**src/rtl/psram_ddr_responder.sv**
```systemverilog
// DDR PSRAM-style target: 3-beat CA phase, fixed access latency, linear read/write bursts,
// plus a register space (one config register for writes, a fixed ID for reads).
module psram_ddr_responder #(
  parameter int          LATENCY = 6,
  parameter int          ADDR_W  = 6,
  parameter logic [15:0] REG_ID  = 16'h0C81
) (
  input  logic        clk,
  input  logic        rst,
  input  logic        cs_n,
  input  logic [15:0] dq_in,
  input  logic [1:0]  rwds_in,
  output logic [15:0] dq_out,
  output logic [7:0]  dq_oe,
  output logic [1:0]  rwds_out,
  output logic        rwds_oe,
  output logic [15:0] cfg_reg,
  output logic        busy
);

  typedef enum logic [2:0] {IDLE, CA, LAT, WDATA, RDATA, REGW} state_t;

  localparam logic [3:0] LAT_LAST = 4'(LATENCY - 1);

  state_t            state_q, state_d;
  logic [3:0]        cnt_q, cnt_d;
  logic              rd_q, rd_d;
  logic              reg_q, reg_d;
  logic [ADDR_W-4:0] ca_mid_q, ca_mid_d;
  logic [ADDR_W-1:0] addr_q, addr_d;
  logic [15:0]       dq_out_q, dq_out_d;
  logic [15:0]       cfg_q, cfg_d;
  logic [7:0]        dq_oe_q, dq_oe_d;
  logic [1:0]        rwds_out_q, rwds_out_d;
  logic              rwds_oe_q, rwds_oe_d;
  logic              mem_we;
  logic [1:0]        mem_be;

  logic [15:0] mem_q [2**ADDR_W];

  always_comb begin
    state_d  = state_q;
    cnt_d    = cnt_q;
    rd_d     = rd_q;
    reg_d    = reg_q;
    ca_mid_d = ca_mid_q;
    addr_d   = addr_q;
    dq_out_d = dq_out_q;
    cfg_d    = cfg_q;
    mem_we   = 1'b0;
    mem_be   = 2'b00;
    // cs_n high in any active state drops the transaction
    if (state_q != IDLE && cs_n) begin
      state_d = IDLE;
    end else begin
      case (state_q)
        IDLE: begin
          if (!cs_n) begin
            state_d = CA;
            rd_d    = dq_in[15];
            reg_d   = dq_in[14];
            cnt_d   = 4'd0;
          end
        end
        CA: begin
          if (cnt_q == 4'd0) begin
            ca_mid_d = dq_in[ADDR_W-4:0];
            cnt_d    = 4'd1;
          end else begin
            addr_d  = {ca_mid_q, dq_in[2:0]};
            cnt_d   = 4'd0;
            state_d = (reg_q && !rd_q) ? REGW : LAT;
          end
        end
        LAT: begin
          if (cnt_q == LAT_LAST) begin
            if (rd_q) begin
              // first read word is registered here so it is valid for the whole first data cycle
              state_d  = RDATA;
              dq_out_d = reg_q ? REG_ID : mem_q[addr_q];
              addr_d   = addr_q + 1'b1;
            end else begin
              state_d = WDATA;
            end
          end else begin
            cnt_d = cnt_q + 4'd1;
          end
        end
        WDATA: begin
          mem_we = 1'b1;
          mem_be = ~rwds_in;
          addr_d = addr_q + 1'b1;
        end
        RDATA: begin
          dq_out_d = reg_q ? REG_ID : mem_q[addr_q];
          addr_d   = addr_q + 1'b1;
        end
        REGW: begin
          if (cnt_q == 4'd0) begin
            cfg_d = dq_in;
            cnt_d = 4'd1;
          end
        end
        default: state_d = IDLE;
      endcase
    end
    dq_oe_d    = (state_d == RDATA) ? 8'hFF : 8'h00;
    rwds_out_d = (state_d == RDATA) ? 2'b10 : 2'b00;
    rwds_oe_d  = (state_d == CA) || (state_d == LAT) || (state_d == RDATA);
  end

  always_ff @(posedge clk or posedge rst) begin
    if (rst) begin
      state_q    <= IDLE;
      cnt_q      <= 4'd0;
      rd_q       <= 1'b0;
      reg_q      <= 1'b0;
      ca_mid_q   <= '0;
      addr_q     <= '0;
      dq_out_q   <= 16'h0000;
      cfg_q      <= 16'h8F1F;
      dq_oe_q    <= 8'h00;
      rwds_out_q <= 2'b00;
      rwds_oe_q  <= 1'b0;
    end else begin
      state_q    <= state_d;
      cnt_q      <= cnt_d;
      rd_q       <= rd_d;
      reg_q      <= reg_d;
      ca_mid_q   <= ca_mid_d;
      addr_q     <= addr_d;
      dq_out_q   <= dq_out_d;
      cfg_q      <= cfg_d;
      dq_oe_q    <= dq_oe_d;
      rwds_out_q <= rwds_out_d;
      rwds_oe_q  <= rwds_oe_d;
    end
  end

  // storage deliberately has no reset so contents survive rst
  always_ff @(posedge clk) begin
    if (mem_we) begin
      if (mem_be[1]) mem_q[addr_q][15:8] <= dq_in[15:8];
      if (mem_be[0]) mem_q[addr_q][7:0]  <= dq_in[7:0];
    end
  end

  assign dq_out   = dq_out_q;
  assign dq_oe    = dq_oe_q;
  assign rwds_out = rwds_out_q;
  assign rwds_oe  = rwds_oe_q;
  assign cfg_reg  = cfg_q;
  assign busy     = (state_q != IDLE);

endmodule

```
**config.mk**
```make
export PLATFORM = sky130hd
export DESIGN_NAME = psram_ddr_responder
export DESIGN_NICKNAME = d
export VERILOG_FILES = /design/src/rtl/psram_ddr_responder.sv
export SDC_FILE = /design/constraint.sdc
export NUM_CORES = 1
export LEC_CHECK = 0
export CAP_MARGIN = 20
export CORE_MARGIN = 2
export CORE_UTILIZATION = 40
export CTS_BUF_LIST = sky130_fd_sc_hd__clkbuf_16
export DETAILED_ROUTE_END_ITERATION = 12
export DONT_BUFFER_PORTS = 1
export RECOVER_POWER = 25
export SLEW_MARGIN = 20
export SYNTH_ARGS = -nofsm -noshare
export SYNTH_HDL_FRONTEND = slang
export SYNTH_SLANG_ARGS = --single-unit
```
**constraint.sdc**
```tcl
create_clock -name clk -period 4.2 [get_ports clk]
set_clock_uncertainty 0.2 [all_clocks]
set_input_delay 0.21 -clock clk [delete_from_list [all_inputs] [get_ports clk]]
set_output_delay 0.21 -clock clk [all_outputs]
set_load 0.02 [all_outputs]
```
==> results of run 1 <==
-- path summary, 6_finish.rpt --
check | to | slack [ps] | cells after the start
max in group asynchronous | addr_q[2] | 2840 | 4
hold reg to reg | ca_mid_q[1] | 320 | 1
hold / removal | rwds_oe | 50 | 4
min in group asynchronous | cfg_reg[15] | 560 | 3
setup reg to reg | dq_out[14] | 410 | 7
setup / recovery | dq_out[14] | 410 | 7
-- synth_stat cells (14+ instances only) --
cell      instances
mux2_2           58
o22ai_1          67
edfxtp_1       1024
buf_1            32
a22o_1           15
nand2_1          79
dfrtp_1          42
nand3_1          27
clkbuf_1         76
buf_2            71
mux2i_1          56
nor3_1           40
buf_4            16
a221oi_1        105
a31oi_1          18
mux4_2           47
a21oi_1          58
a22oi_1         212
o21ai_0          47
nor2_1          178
o221ai_1         14
-- critical path, stage by stage (launching register included) --
cell and delay, ps:
dfrtp_4 680, nor2b_4 360, buf_4 340, a22oi_1 370, o22ai_1 180, nor4_1 1040
o2111a_1 340, a31oi_1 70
-- metal layers --
layer	GRT usage, %	vias up	routed length [um]
met4	8.904	4	5088
li1	-	10515	-
met1	34.89	13384	53180
met2	37.16	1697	59930
met5	0	-	57
met3	5.465	269	14960
-- area by class of cell --
class	instances	share of cell area [%]
clock buffer	105	5.480
clock inverter	79	1.185
multi-input combinational	1221	18.99
timing repair buffer	213	3.747
inverter	13	0.1018
antenna	1	0.005219
tap	1380	3.601
sequential	1076	66.89
-- placed cells by master (no fill, tap or decap), types with 8 or more instances in the layout --
cell              n
clkinv_2          9
dfstp_2          10
clkinv_1         23
buf_4           165
nor2_1          176
mux2_2           58
o22ai_1          67
a211oi_1         10
o221ai_1         14
dlygate4sd3_1    21
mux2i_1          56
o211ai_1         12
edfxtp_1       1024
a221oi_1        105
o22a_1            8
o21ai_0          47
a21oi_1          58
a221o_1          11
dfrtp_1          38
a32oi_1           8
nand2_1          79
inv_1            40
clkbuf_16       105
clkbuf_1         12
nand3_1          26
buf_12           10
mux4_2           47
nor3_1           39
a22o_1           15
a31oi_1          17
a22oi_1         212
bufinv_16         8
or3_1             9
and3_1            9
-- metrics by stage --
| step | total power, mW | setup slack, ps | cell area (um^2) | utilization (%) |
|---|---|---|---|---|
| 3_5_place_dp | 22.15 | 652.7 | 44370 | 42.69 |
| 4_1_cts | 31.22 | 633.8 | 48240 | 46.41 |
| 2_1_floorplan | 18.12 | 1470 | 42030 | - |
| 6_report | 31.42 | 410.6 | 47950 | 46.13 |
| 3_3_place_gp | 22.06 | 687.5 | 44370 | 42.69 |
| 5_1_grt | 32.24 | 410.1 | 47950 | 46.13 |
-- power breakdown --
group	leakage, nW	internal (mW)	switching, mW
registers	9.83	12.0	0.659
logic	3.68	3.18	6.61
clock network	1.67	4.99	3.93
-- cell families after synthesis --
| group | Yosys count | share of synthesized area (%) |
|---|---|---|
| xor+xnor | 1 | 0.02084 |
| mux | 161 | 5.406 |
| flops | 1076 | 76.28 |
| compound gates | 650 | 11.46 |
| buf+inv | 211 | 2.292 |
| other cells | 1 | 0.008921 |
| fa+ha+maj | 4 | 0.1191 |
| simple gates | 404 | 4.411 |
-- repair_timing --
action                                 in CTS  in global routing
gates resized for setup                     0                  0
endpoints found under the hold margin    1125                  0
hold buffers                               38                  0
setup endpoints to repair                   0                  0
==> results.md, run 1 <==
* Outcome: complete, but fails checks
* Failing checks: max-capacitance violations, max-slew violations
* Num CTS Buffers at 103
* Layout cell share with drive strength beyond 1 at 16.85%
* Row cnt at 118
* Share of the synthesized area in the top cell type at 73.15%
* Sum Neg Setup Slack at 0 ps
* Nets at 2,653
* Cells after synthesis at 2,508
* Global route overflow at 0
* Yosys cell types at 77
* Final Cycle Share at 90.22%
* Unrepaired setup endpoints after global routing: no
* Initial antenna violation count at 3
* ANT nets after route at 0
* CTS clock-pin slew for the worst setup and hold paths at 70 ps
* Hold Startpoint: cs_n
* GPL Wtd Cong at 0.9682
* H-Tree Depth at 3
* Required @ worst endpoint at 4540 ps
* Synth Net Count at 2,533
* Die width at 328.2 um
* Area of the multi-input gates at 9104 um^2
* Syn Area/Cell at 16.76 um^2
* Total global routing track utilization at 24.54%
* Post-DP HPWL at 84,620 um
* Vias at 25,869
* Root buf cell: clkbuf_16
* Die Y at 328.2 um
* Ratio of total power to cell area at 655.2 nW/um^2
* Total clock sinks at 1,076
* DRT Pass-1 Iters at 6
* Largest net degree at the start of global routing at 68
* Worst setup path class: flop to flop
* Max-slew headroom at -145.0%
* Finished Layout Cells at 4,088
* Hold WS at 54.28 ps
* # Post-CTS Setup Buffers at 0
* CP startpoint kind: flop
* Residual DRC at 0
* Clock period minus worst slack at 3789 ps
* CTS tree: built
* Number of buffers added on ports at 0
* Leak Pwr at 15.18 nW
* Starting Density at 40.44%
* CP Launch Point: addr_q[0]
* Area of all sequential standard cells at 32,080 um^2
* Hold Path Class: input pin to flop
* Final setup viols at 0
* Final-report hold violation count at 0
* Maximum fanout along the worst path at 35
* Number of instances in the placed design at 3,864
* Clock latency on the worst-skew pair at 690 ps
* Core Area at 103,900 um^2
* Ys async rst share at 4.833%
* Top post-synthesis cells by area: edfxtp_1, a22oi_1, mux4_2
* Layout filler cell count at 8,890
* Commonest register cell after synthesis: edfxtp_1
* Max frequency at 263.9 MHz
* Buffers from clock root to sink, at most at 3
* Synthesis-to-finish area growth at 14.07%
* Number of global-route vias before repair at 25,070
* Worst-margin pin slew at 3676 ps
* Via-to-Cell Ratio at 6.328
* Post-synth top area cell: edfxtp_1
* Die ar. at 107,700 um^2
* Detailed Route WL at 133,200 um
* Worst EP arrival at 4130 ps
* Synthesized cell area at 42,030 um^2
* Routed len/inst at 32.59 um
* Number of max-cap violations at 14
* Synthesis-stage register bit count at 1,076
* Worst setup EP type: flop
* Max Slew Vio Count at 930
* Max reg flops at 1,024
* Initial DRC Count at 4,242
* First-pass GRT wire length at 189,600 um
* Yosys warns at 0
* R2r startpoint: addr_q[0]
* Sequential area share after synthesis at 76.28%
* I/O pin cnt at 65
* Post-synth EDFFs at 1,024
* VDD IR-drop max at 0.4443 mV
Note: power is estimated with default switching activity, not from simulation.
==> run 2, diff against run 1 <==
--- a/config.mk
+++ b/config.mk
@@ -5,8 +5,8 @@
 export SDC_FILE = /design/constraint.sdc
 export NUM_CORES = 1
 export LEC_CHECK = 0
+export ABC_AREA = 1
 export CAP_MARGIN = 20
-export CORE_MARGIN = 2
 export CORE_UTILIZATION = 40
 export CTS_BUF_LIST = sky130_fd_sc_hd__clkbuf_16
 export DETAILED_ROUTE_END_ITERATION = 12
==> run 2 against run 1 <==
Compared with the run above: the run still ends with max-capacitance violations, max-slew violations left; sequential cell count unchanged; fmax increased by 5.7%; sequential share of layout area decreased by 5.9 points; clock power increased by 10%; power increased by 5.2%; critical path depth decreased by 5; sequential power about the same; global-route usage decreased by 2.8 points; critical endpoint is now mem_q[1][7]; highest routed layer unchanged.
==> results.md, run 2 <==
* Outcome: complete, but fails checks
* Failing checks: max-capacitance violations, max-slew violations
* Critical path's largest stage delay at 2520 ps
* Commonest non-fill, non-tap cell in the layout: nand2_1
* Nets at 4,682
* Post-CTS sizing at 0
* H-Tree Depth at 3
* Number of global-route vias before repair at 30,171
* Total clock sinks at 1,076
* Commonest cells post-synth: nand2_1, edfxtp_1, buf_2, nor3_1, inv_1
* Worst EP arrival at 3380 ps
* Count leader, synth: nand2_1
* Final design area excluding fillers at 52,570 um^2
* Largest delay share family, worst path: buffers and inverters
* Unrepaired setup endpoints after global routing: no
* Buffers from clock root to sink, at most at 3
* Final-report hold violation count at 0
* Post-DP HPWL at 71,850 um
* Ys async rst share at 4.833%
* Total global routing track utilization at 21.69%
* Synthesis-stage register bit count at 1,076
* Die Y at 342.5 um
* Number of max-cap violations at 9
* Synth Net Count at 4,595
* Number of buffers added on ports at 0
* Max reg flops at 1,024
* Detailed Route WL at 127,100 um
* Max frequency at 278.8 MHz
* Initial DRC Count at 2,785
* Sequential area share after synthesis at 69.14%
* Top post-synthesis cells by area: edfxtp_1, nand2_1, dfrtp_1
* Residual DRC at 0
* First-pass GRT wire length at 190,300 um
* Largest net degree at the start of global routing at 154
* Leak Pwr at 22.00 nW
* ANT nets after route at 0
* Syn Area/Cell at 10.15 um^2
* Worst setup path class: input pin to flop
* Share of the synthesized area in the top cell type at 66.31%
* # Post-CTS Setup Buffers at 0
* Layout cell share with drive strength beyond 1 at 9.198%
* Final Util at 45.85%
* Required @ worst endpoint at 3990 ps
* Max Slew Vio Count at 596
* Initial antenna violation count at 3
* Ratio of total power to cell area at 628.8 nW/um^2
* Yosys warns at 0
* Global route overflow at 0
* Num CTS Buffers at 108
* Final setup viols at 0
* Worst setup EP type: flop
* Placement Cell Area at 48,440 um^2
* Starting Density at 40.45%
* Number of instances in the placed design at 6,022
* Sum Neg Setup Slack at 0 ps
* Final Cycle Share at 85.40%
* Synthesis-to-finish area growth at 13.35%
* Maximum fanout along the worst path at 65
* Finished Layout Cells at 6,267
* Slowest CP cell: dlymetal6s4s_1
* Most frequent cells in the layout: nand2_1, edfxtp_1, buf_4, nor3_1, inv_1
* Via-to-Cell Ratio at 5.009
* Worst-margin pin slew at 3587 ps
* VDD IR-drop max at 0.6775 mV
* Die ar. at 117,300 um^2
* Critical-path cell list: dlygate4sd3_1, dlymetal6s4s_1
* Post-synth EDFFs at 1,024
* Commonest register cell after synthesis: edfxtp_1
* Pre-CTS setup slack at 1009 ps
* Hold Path Class: input pin to flop
* Routed len/inst at 20.28 um
* Cells after synthesis at 4,570
* Worst setup margin at 613.3 ps
* I/O pin cnt at 65
* Die width at 342.5 um
* Row cnt at 124
* CP startpoint kind: input pin
* Crit path buffers/inverters at 2
* Max-slew headroom at -139.1%
* Clock latency on the worst-skew pair at 720 ps
* CTS clock-pin slew for the worst setup and hold paths at 60 ps
* DRT Pass-1 Iters at 8
* Core Area at 114,700 um^2
* Root buf cell: clkbuf_16
* GPL Wtd Cong at 0.8580
* Vias at 31,390
* Synthesized cell area at 46,380 um^2
* Post-synth top area cell: edfxtp_1
* Clock period minus worst slack at 3587 ps
* Yosys cell types at 41
* CTS tree: built
## run 2: cell count changes in the layout (fill, tap and decap cells not counted), moves of 66 or more
cell	change
nor3_1	+89
nor2_1	-84
a221oi_1	-105
nand2_1	+2632
inv_1	+81
a22oi_1	-212
o22ai_1	-66
## run 2: through the flow
step	hold WS, ps	total power, mW
after global routing	287.8	34.80
after CTS	233.0	33.20
final	270.0	33.06
after detailed placement	-168.0	23.10
after global placement	-170.3	23.06
after floorplan	108.9	19.88
## run 2: where the power goes
part	switching [mW]	internal (mW)	leakage [nW]
logic	7.83	2.73	10.3
clock network	4.19	5.65	1.86
registers	0.633	12.0	9.84
total	12.7	20.4	22.0
## run 2: final cells by class
cell class                      instances  area, um^2
Clock buffer                          109        2728
Fill cell                           10493       62090
Timing Repair Buffer                  222        2017
Multi-Input combinational cell       3135       12490
Tap cell                             1512        1892
Inverter                              114       456.7
Sequential cell                      1076       32080
Antenna cell                            4       10.01
Clock inverter                         95       898.4
## run 2: final timing paths
path / endpoint / slack (ps) / start / cells after the start
worst max-delay path: mem_q[1][7] / 610 / dq_in[7] / 2
worst min-delay path: rd_q / 270 / cs_n / 4
worst max register to register: mem_q[35][1] / 970 / addr_q[1] / 6
worst min register to register: ca_mid_q[0] / 310 / ca_mid_q[0] / 2
max in group asynchronous: cfg_reg[3] / 2530 / rst / 4
min in group asynchronous: rd_q / 530 / rst / 4
## run 2: logic make-up (layout without fill, tap and decap cells)
logic type / count (synthesis) / in the layout / synth area share, %
buffers and inverters: 359 / 540 / 3.944
multiplexers: 13 / 13 / 0.3480
adder cells (fa/ha/maj): 4 / 4 / 0.1079
AND/OR/NAND/NOR: 3031 / 3031 / 25.39
other: 1 / 5 / 0.008086
AO/OA/AOI/OAI: 82 / 82 / 0.9848
XOR/XNOR: 4 / 4 / 0.07554
flip-flops: 1076 / 1076 / 69.14
## run 2: metal layers
layer / up-vias / track usage, % / wire length [um]
li1: 15054 / - / -
met1: 15085 / 29.77 / 53980
met2: 1053 / 35.32 / 60000
met3: 196 / 3.695 / 9868
met4: 2 / 6.436 / 3240
met5: - / 0 / 13
## run 2: repair_timing
| action | CTS | global route |
|---|---|---|
| hold endpoints to repair | 1119 | 0 |
| hold buffers | 37 | 0 |
| endpoints found under the setup margin | 0 | 0 |
